<file path="config.mk">
export PLATFORM = sky130hd
export DESIGN_NAME = riscv_ifetch
export DESIGN_NICKNAME = d
export VERILOG_FILES = /design/src/rtl/riscv_ifetch_pkg.sv /design/src/rtl/riscv_fetch_fifo.sv /design/src/rtl/riscv_ifetch.sv
export SDC_FILE = /design/constraint.sdc
export NUM_CORES = 1
export LEC_CHECK = 0
export ABC_AREA = 1
export CAP_MARGIN = 5
export CORE_UTILIZATION = 40
export DETAILED_ROUTE_END_ITERATION = 6
export MAX_ROUTING_LAYER = met4
export PLACE_DENSITY = 0.6
export SYNTH_ARGS = -nofsm -noshare
export SYNTH_HDL_FRONTEND = slang
export SYNTH_HIERARCHICAL = 1
export SYNTH_SLANG_ARGS = --single-unit
</file>
<file path="constraint.sdc">
create_clock -name i_clk -period 2.6 [get_ports i_clk]
set_input_delay 0.52 -clock i_clk [delete_from_list [all_inputs] [get_ports i_clk]]
set_output_delay 0.52 -clock i_clk [all_outputs]
set_load 0.005 [all_outputs]
</file>
<file path="src/rtl/riscv_ifetch_pkg.sv">
// rtl/riscv_ifetch_pkg.sv - shared fetch configuration macros, constants and helpers
`ifndef XLEN
`define XLEN 32
`endif
`ifndef IMEM_ADDR_BIT
`define IMEM_ADDR_BIT 10
`endif
`ifndef RV_NOP
`define RV_NOP 32'h0000_0013
`endif
`ifndef RESET_PC
`define RESET_PC 32'h0000_0000
`endif

package riscv_ifetch_pkg;

  localparam logic [31:0] RV_NOP_INST = `RV_NOP;
  localparam int          FETCH_DEPTH = 2;

  typedef logic [1:0] fifo_count_t;

  function automatic logic is_misaligned(input logic [1:0] lo_bits);
    return |lo_bits;
  endfunction

endpackage

</file>
<file path="src/rtl/riscv_fetch_fifo.sv">
// rtl/riscv_fetch_fifo.sv - 2-entry {pc, inst} fetch FIFO with registered head and flush
module riscv_fetch_fifo
  import riscv_ifetch_pkg::*;
#(
  parameter int XLEN = `XLEN
) (
  input  logic            i_clk,
  input  logic            i_rstn,
  input  logic            i_push,
  input  logic [XLEN-1:0] i_push_pc,
  input  logic [XLEN-1:0] i_push_inst,
  input  logic            i_pop,
  input  logic            i_flush,
  output logic [1:0]      o_count,
  output logic [XLEN-1:0] o_head_pc,
  output logic [XLEN-1:0] o_head_inst
);

  fifo_count_t     count_q, count_d;
  logic [XLEN-1:0] pc0_q, pc0_d, inst0_q, inst0_d;
  logic [XLEN-1:0] pc1_q, pc1_d, inst1_q, inst1_d;
  logic [1:0]      wr_idx;

  // Slot 0 is always the head; a pop shifts slot 1 down before the push lands.
  always_comb begin
    count_d = count_q;
    pc0_d   = pc0_q;
    inst0_d = inst0_q;
    pc1_d   = pc1_q;
    inst1_d = inst1_q;
    wr_idx  = count_q - {1'b0, i_pop};
    if (i_flush) begin
      count_d = 2'd0;
    end else begin
      if (i_pop) begin
        pc0_d   = pc1_q;
        inst0_d = inst1_q;
      end
      if (i_push) begin
        if (wr_idx == 2'd0) begin
          pc0_d   = i_push_pc;
          inst0_d = i_push_inst;
        end else begin
          pc1_d   = i_push_pc;
          inst1_d = i_push_inst;
        end
      end
      count_d = count_q + {1'b0, i_push} - {1'b0, i_pop};
    end
  end

  always_ff @(posedge i_clk) begin
    if (!i_rstn) begin
      count_q <= 2'd0;
      pc0_q   <= '0;
      inst0_q <= '0;
      pc1_q   <= '0;
      inst1_q <= '0;
    end else begin
      count_q <= count_d;
      pc0_q   <= pc0_d;
      inst0_q <= inst0_d;
      pc1_q   <= pc1_d;
      inst1_q <= inst1_d;
    end
  end

  assign o_count     = count_q;
  assign o_head_pc   = pc0_q;
  assign o_head_inst = inst0_q;

endmodule

</file>
<file path="src/rtl/riscv_ifetch.sv">
// rtl/riscv_ifetch.sv - instruction fetch front end: PC, IMEM index, fetch buffer, redirects
module riscv_ifetch
  import riscv_ifetch_pkg::*;
#(
  parameter int              XLEN          = `XLEN,
  parameter int              IMEM_ADDR_BIT = `IMEM_ADDR_BIT,
  parameter logic [XLEN-1:0] RESET_PC      = `RESET_PC
) (
  input  logic                     i_clk,
  input  logic                     i_rstn,
  output logic [IMEM_ADDR_BIT-3:0] o_imem_addr,
  input  logic [XLEN-1:0]          i_imem_data,
  input  logic                     i_redirect_valid,
  input  logic [XLEN-1:0]          i_redirect_pc,
  output logic                     o_valid,
  input  logic                     i_ready,
  output logic [XLEN-1:0]          o_inst,
  output logic [XLEN-1:0]          o_pc,
  output logic                     o_misalign
);

  logic [XLEN-1:0] pc_q, pc_d;
  logic            misalign_q, misalign_d;
  logic [1:0]      count;
  logic [XLEN-1:0] head_pc, head_inst;
  logic            pop, fire;

  assign o_valid     = (count != 2'd0);
  assign pop         = o_valid & i_ready;
  assign fire        = i_rstn & ~i_redirect_valid & ((count < 2'd2) | pop);
  assign o_imem_addr = pc_q[IMEM_ADDR_BIT-1:2];

  // Redirect beats any fetch; pc simply wraps on overflow.
  always_comb begin
    pc_d       = pc_q;
    misalign_d = 1'b0;
    if (i_redirect_valid) begin
      pc_d       = {i_redirect_pc[XLEN-1:2], 2'b00};
      misalign_d = is_misaligned(i_redirect_pc[1:0]);
    end else if (fire) begin
      pc_d = pc_q + XLEN'(4);
    end
  end

  always_ff @(posedge i_clk) begin
    if (!i_rstn) begin
      pc_q       <= RESET_PC;
      misalign_q <= 1'b0;
    end else begin
      pc_q       <= pc_d;
      misalign_q <= misalign_d;
    end
  end

  riscv_fetch_fifo #(.XLEN(XLEN)) u_fifo (
    .i_clk       (i_clk),
    .i_rstn      (i_rstn),
    .i_push      (fire),
    .i_push_pc   (pc_q),
    .i_push_inst (i_imem_data),
    .i_pop       (pop),
    .i_flush     (i_redirect_valid),
    .o_count     (count),
    .o_head_pc   (head_pc),
    .o_head_inst (head_inst)
  );

  assign o_inst     = o_valid ? head_inst : XLEN'(RV_NOP_INST);
  assign o_pc       = o_valid ? head_pc : '0;
  assign o_misalign = misalign_q;

endmodule

</file>
## Word level (Yosys, flattened, before mapping)

Cells that the tools add are included.

| cells by class | value |
|---|---|
| add/sub/neg operators | 4 |
| $mul | 0 |
| div/mod/pow operators | 0 |
| order comparisons | 1 |
| equal/unequal tests | 0 |
| shifts and indexed selects | 0 |
| multiplexer cells | 10 |
| bitwise gates (word level) | 7 |
| reductions and logical operators | 7 |

Operator list:

| kind | count |
|---|---|
| $mux W32 | 10 |
| $add A32 B3 Y32 const B | 1 |
| $reduce_bool A2 Y1 | 2 |
| $reduce_or A2 Y1 | 2 |
| $sub A2 B1 Y2 | 2 |
| $and A1 B1 Y1 | 3 |
| $not A1 Y1 | 3 |
| $reduce_and A3 Y1 | 1 |
| $add A2 B1 Y2 | 1 |
| $logic_not A2 Y1 | 1 |
| $lt A2 B2 Y1 const B | 1 |
| $reduce_and A2 Y1 | 1 |
| $or A1 B1 Y1 | 1 |

| word-level totals | value |
|---|---|
| register bits | 163 |
| bits in latches | 0 |
| memory bits (writable) | 0 |
| bits in read-only memories | 0 |
| input bits | 68 |
| output and inout port bits | 74 |
| memories | 0 |

## Depth between registers and ports, before layout

| logic depth | value |
|---|---|
| word-level depth | 6 |
| mapped depth | 13 |
| gate-level depth less buffers | 10 |

## Cells and area by module

The synthesis kept the hierarchy.

Modules (own cells, without submodules):

| module | instances | cells each | area each (um^2) | sequential area each (um^2) |
|---|---|---|---|---|
| riscv_fetch_fifo | 1 | 1008 | 6736.5 | 2602.5 |
| riscv_ifetch | 1 | 497 | 2715.1 | 620.6 |

## Worst setup path after synthesis

No wires, ideal clock.

| timing | value |
|---|---|
| path kind | flip-flop to flip-flop |
| from | register u_fifo.count_q[1], in the netlist u_fifo/o_count[1] |
| to | register u_fifo.count_q[0], in the netlist u_fifo/o_count[0] |
| arrival | 1.937 ns |
| path slack | 0.548 ns |
| stages on the path, launching flop included | 10 |
| period minus slack after synthesis | 2.052 ns |
| path through | dfxtp_1 > nor2_1 > clkbuf_1 > nor2_1 > ha_1 > buf_2 > buf_2 > inv_1 > ha_1 > nor3b_1 |

| on the way | value |
|---|---|
| longest elaborated chain between the ends | 6 |

RTL lines:

| item | line | source |
|---|---|---|
| from (decl) | riscv_fetch_fifo.sv:19 | `fifo_count_t count_q, count_d;` |
| from (signal assigned) | riscv_fetch_fifo.sv:60 | `count_q <= count_d;` |
| $reduce_bool A2 Y1 (*) | riscv_ifetch.sv:28 | `assign o_valid = (count != 2'd0);` |
| $and A1 B1 Y1 (*) | riscv_ifetch.sv:29 | `assign pop = o_valid & i_ready;` |
| net pop | riscv_ifetch.sv:26 | `logic pop, fire;` |
| $or A1 B1 Y1 | riscv_ifetch.sv:30 | `assign fire = i_rstn & ~i_redirect_valid & ((count < 2'd2) \| pop);` |
| $and A1 B1 Y1 | riscv_ifetch.sv:30 |  |
| $add A2 B1 Y2 | riscv_fetch_fifo.sv:48 | `count_d = count_q + {1'b0, i_push} - {1'b0, i_pop};` |
| $sub A2 B1 Y2 (*) | riscv_fetch_fifo.sv:48 |  |

Mark *: on every way through the listed nets, which the timed path passes. The rest lies on a longest branch.
A chain may end at the register's enable or synchronous reset.

## Worst setup path after layout

| timing | value |
|---|---|
| from | register u_fifo.count_q[1], in the netlist u_fifo/o_count[1] |
| to | output o_inst[0] |

| on the way | value |
|---|---|
| longest elaborated chain between the ends | 2 |

RTL lines:

| item | line | source |
|---|---|---|
| $reduce_bool A2 Y1 | riscv_ifetch.sv:28 |  |
| $mux W32 | riscv_ifetch.sv:68 | `assign o_inst = o_valid ? head_inst : XLEN'(RV_NOP_INST);` |
| to (decl) | riscv_ifetch.sv:17 | `output logic [XLEN-1:0] o_inst,` |

Every way passes these cells.

==> metrics.txt <==
Req. time, crit path approximately 2100 ps; sequential share of the synthesized area 34.1%; synth cell count leaders nand2_1 (418), nor2_1 (173), inv_1 (163), nand3_1 (163), dfxtp_1 (161); total grt overflow 0; I/O pin cnt 142; number of core rows 55; WL per Instance about 14 um; PD cells around 550 nW/um^2; Resized cells post-CTS 0; setup TNS 0 ps; clk sinks about 160; vias 9716; global-route wire length before repair roughly 44000 um; worst-path cell chain nor2_4 > buf_4 > or2_2 > clkdlybuf4s50_1; core area approximately 23000 um^2; Synth Area per Inst 6.28 um^2; Final Max Slew Viols 0; vias in the first global route about 8700; hold_buf cts 0; #FFs+latches synth ~160; Max IR drop VDD roughly 400 uV; # nets final ~1700; Synth area leaders dfxtp_1 (34%), nand2_1 (17%), nand3_1 (8.6%), nor2_1 (6.9%), inv_1 (6.5%); number of H-tree levels 4; initial antenna violation count 0; Max Freq approximately 410 MHz; Hold Fails Final Rpt 0; postcts setup bufs 0; port bufs ~140; CP Capture Type primary output; GPL Wtd Cong ~0.88; Clk Latency, worst-skew pair between 400 and 500 ps; Final Util 51.2%; total wire length 26900 um; RSZ-0062 raised after global routing no; number of max-cap violations 0; fin crit share a little over nine tenths; largest net degree at the start of global routing 67; Die X around 160 um; DRC 0; Clock Skew 10.5 ps; synthesized cell area ~9500 um^2; buffer depth of the longest clock path 2; Final setup viols 0; leading register cell type out of synthesis dfxtp_1; Min-Delay Path Class reg -> reg; Warnings, synthesis 6; slowest CP cell clkdlybuf4s50_1; layout cells sized above 1 under 10%; dpl hpwl 18100 um; max-slew headroom at the worst pin a little under half; Worst-Margin Slew between 800 and 900 ps; CTS root buf clkbuf_16; Crit Path Category reg -> out; top-count cell post-synth nand2_1; Post-Synthesis Cells ~1500; CP startpoint kind flop; status finished clean; Die Ht 156 um; CTS tree yes; fin crit period between 2000 and 2500 ps; TritonCTS Buffers 17; Critical Path AT 1920 ps; Starting Density about two fifths; post-synth top area share between 30% and 40%; Max stage delay on crit path roughly 500 ps; via/cell ratio ~5; 1st-iter DRT viols approximately 700; Synth area leader dfxtp_1; fill count roughly 2300; leak pwr 4.85 nW; P&R area growth vs syn 24.3%; Yosys cell types 36; Detail Route Antenna Nets 0; count of flip-flops with a built-in enable after synthesis 0; drt pass-1 iters 5; ys async rst share 0%; ANT cells 0; Die ar. ~24000 um^2; Tot GR Track Use between 20% and 30%; Worst-path clk slew about 70 ps; CP max FO 28
-- layer usage --
| layer | global-route usage (%) | part of all wire [%] |
|---|---|---|
| met1 | 31.5 | 48 |
| met2 | 36.1 | 45 |
| met3 | 2.81 | 4.7 |
| met4 | 8.17 | 1.9 |
| met5 | - | 0 |
-- state kept, by name, summed over array words and instances (netlist names) --
name / cells
u_fifo/inst1_q: 32
u_fifo/pc1_q: 32
u_fifo/o_count: 2
u_fifo/o_head_inst: 32
pc_q: 30
o_misalign: 1
u_fifo/o_head_pc: 32
-- path summary, 6_finish.rpt --
check / startpoint / to / slack (ps) / cells after the start
setup / recovery: u_fifo/o_count[1]$_SDFF_PP0_ / o_inst[0] / 160 / 4
hold / removal: u_fifo/o_head_inst[21]$_SDFFE_PN0N_ / u_fifo/o_head_inst[21]$_SDFFE_PN0N_ / 460 / 2
setup reg to reg: u_fifo/o_count[1]$_SDFF_PP0_ / u_fifo/pc1_q[0]$_SDFFE_PN0P_ / 780 / 11
hold reg to reg: u_fifo/o_head_inst[21]$_SDFFE_PN0N_ / u_fifo/o_head_inst[21]$_SDFFE_PN0N_ / 460 / 2
-- layout by cell type, fill, tap and decap left out, types with 7 or more instances in the layout --
| cell type | count |
|---|---|
| nor2_4 | 9 |
| nor3_1 | 13 |
| nand2_1 | 418 |
| buf_12 | 10 |
| nor2_1 | 170 |
| a22oi_1 | 7 |
| dfxtp_1 | 161 |
| a21oi_1 | 90 |
| nand3_1 | 163 |
| nand4_1 | 66 |
| inv_1 | 163 |
| buf_4 | 35 |
| o21ai_0 | 16 |
| nor2_2 | 11 |
| a21boi_0 | 64 |
| nand2_2 | 8 |
| clkdlybuf4s50_1 | 140 |
| clkbuf_16 | 17 |
-- area by class of cell --
class                   instances  area, um^2  area share, %
clock buffers                  18         439           3.74
clock inverters                14         176           1.50
inverters                     168         631           5.37
multi-input cells            1063        5010           42.7
flip-flops and latches        161        3220           27.4
well taps                     313         392           3.33
repair buffers                186        1870           15.9
-- stage by stage --
step	hold WS, ps	setup WS [ps]	std cells	power [mW]	cell area, um^2
after floorplan	435	548	1506	3.49	9460
after global placement	452	192	1891	3.87	11100
after detailed placement	458	150	1891	3.89	11100
after CTS	454	108	1923	6.56	11700
after global routing	479	41.4	1923	6.81	11700
final	464	158	1923	6.50	11700
-- report_power, final --
| group | total [mW] | switching (mW) | internal [mW] |
|---|---|---|---|
| clock | 2.66 | 1.11 | 1.55 |
| combinational | 1.12 | 0.673 | 0.449 |
| sequential | 2.72 | 0.120 | 2.60 |
| total | 6.50 | 1.90 | 4.60 |
-- worst max-delay path, delay by kind of cell (launching register included) --
kind                   cells  cell delay (ps)
and+or+nand+nor            2              330
buffers and inverters      2              800
DFF                        1              350
-- logic make-up after synthesis --
group           count (synthesis)  synth area share (%)
other cells                     1                0.0397
xor+xnor                        7                 0.649
compound gates                186                  11.9
buf+inv                       282                  13.3
simple gates                  865                  39.6
fa+ha+maj                       3                 0.397
flops                         161                  34.1
(Power assumes the default switching activity.)
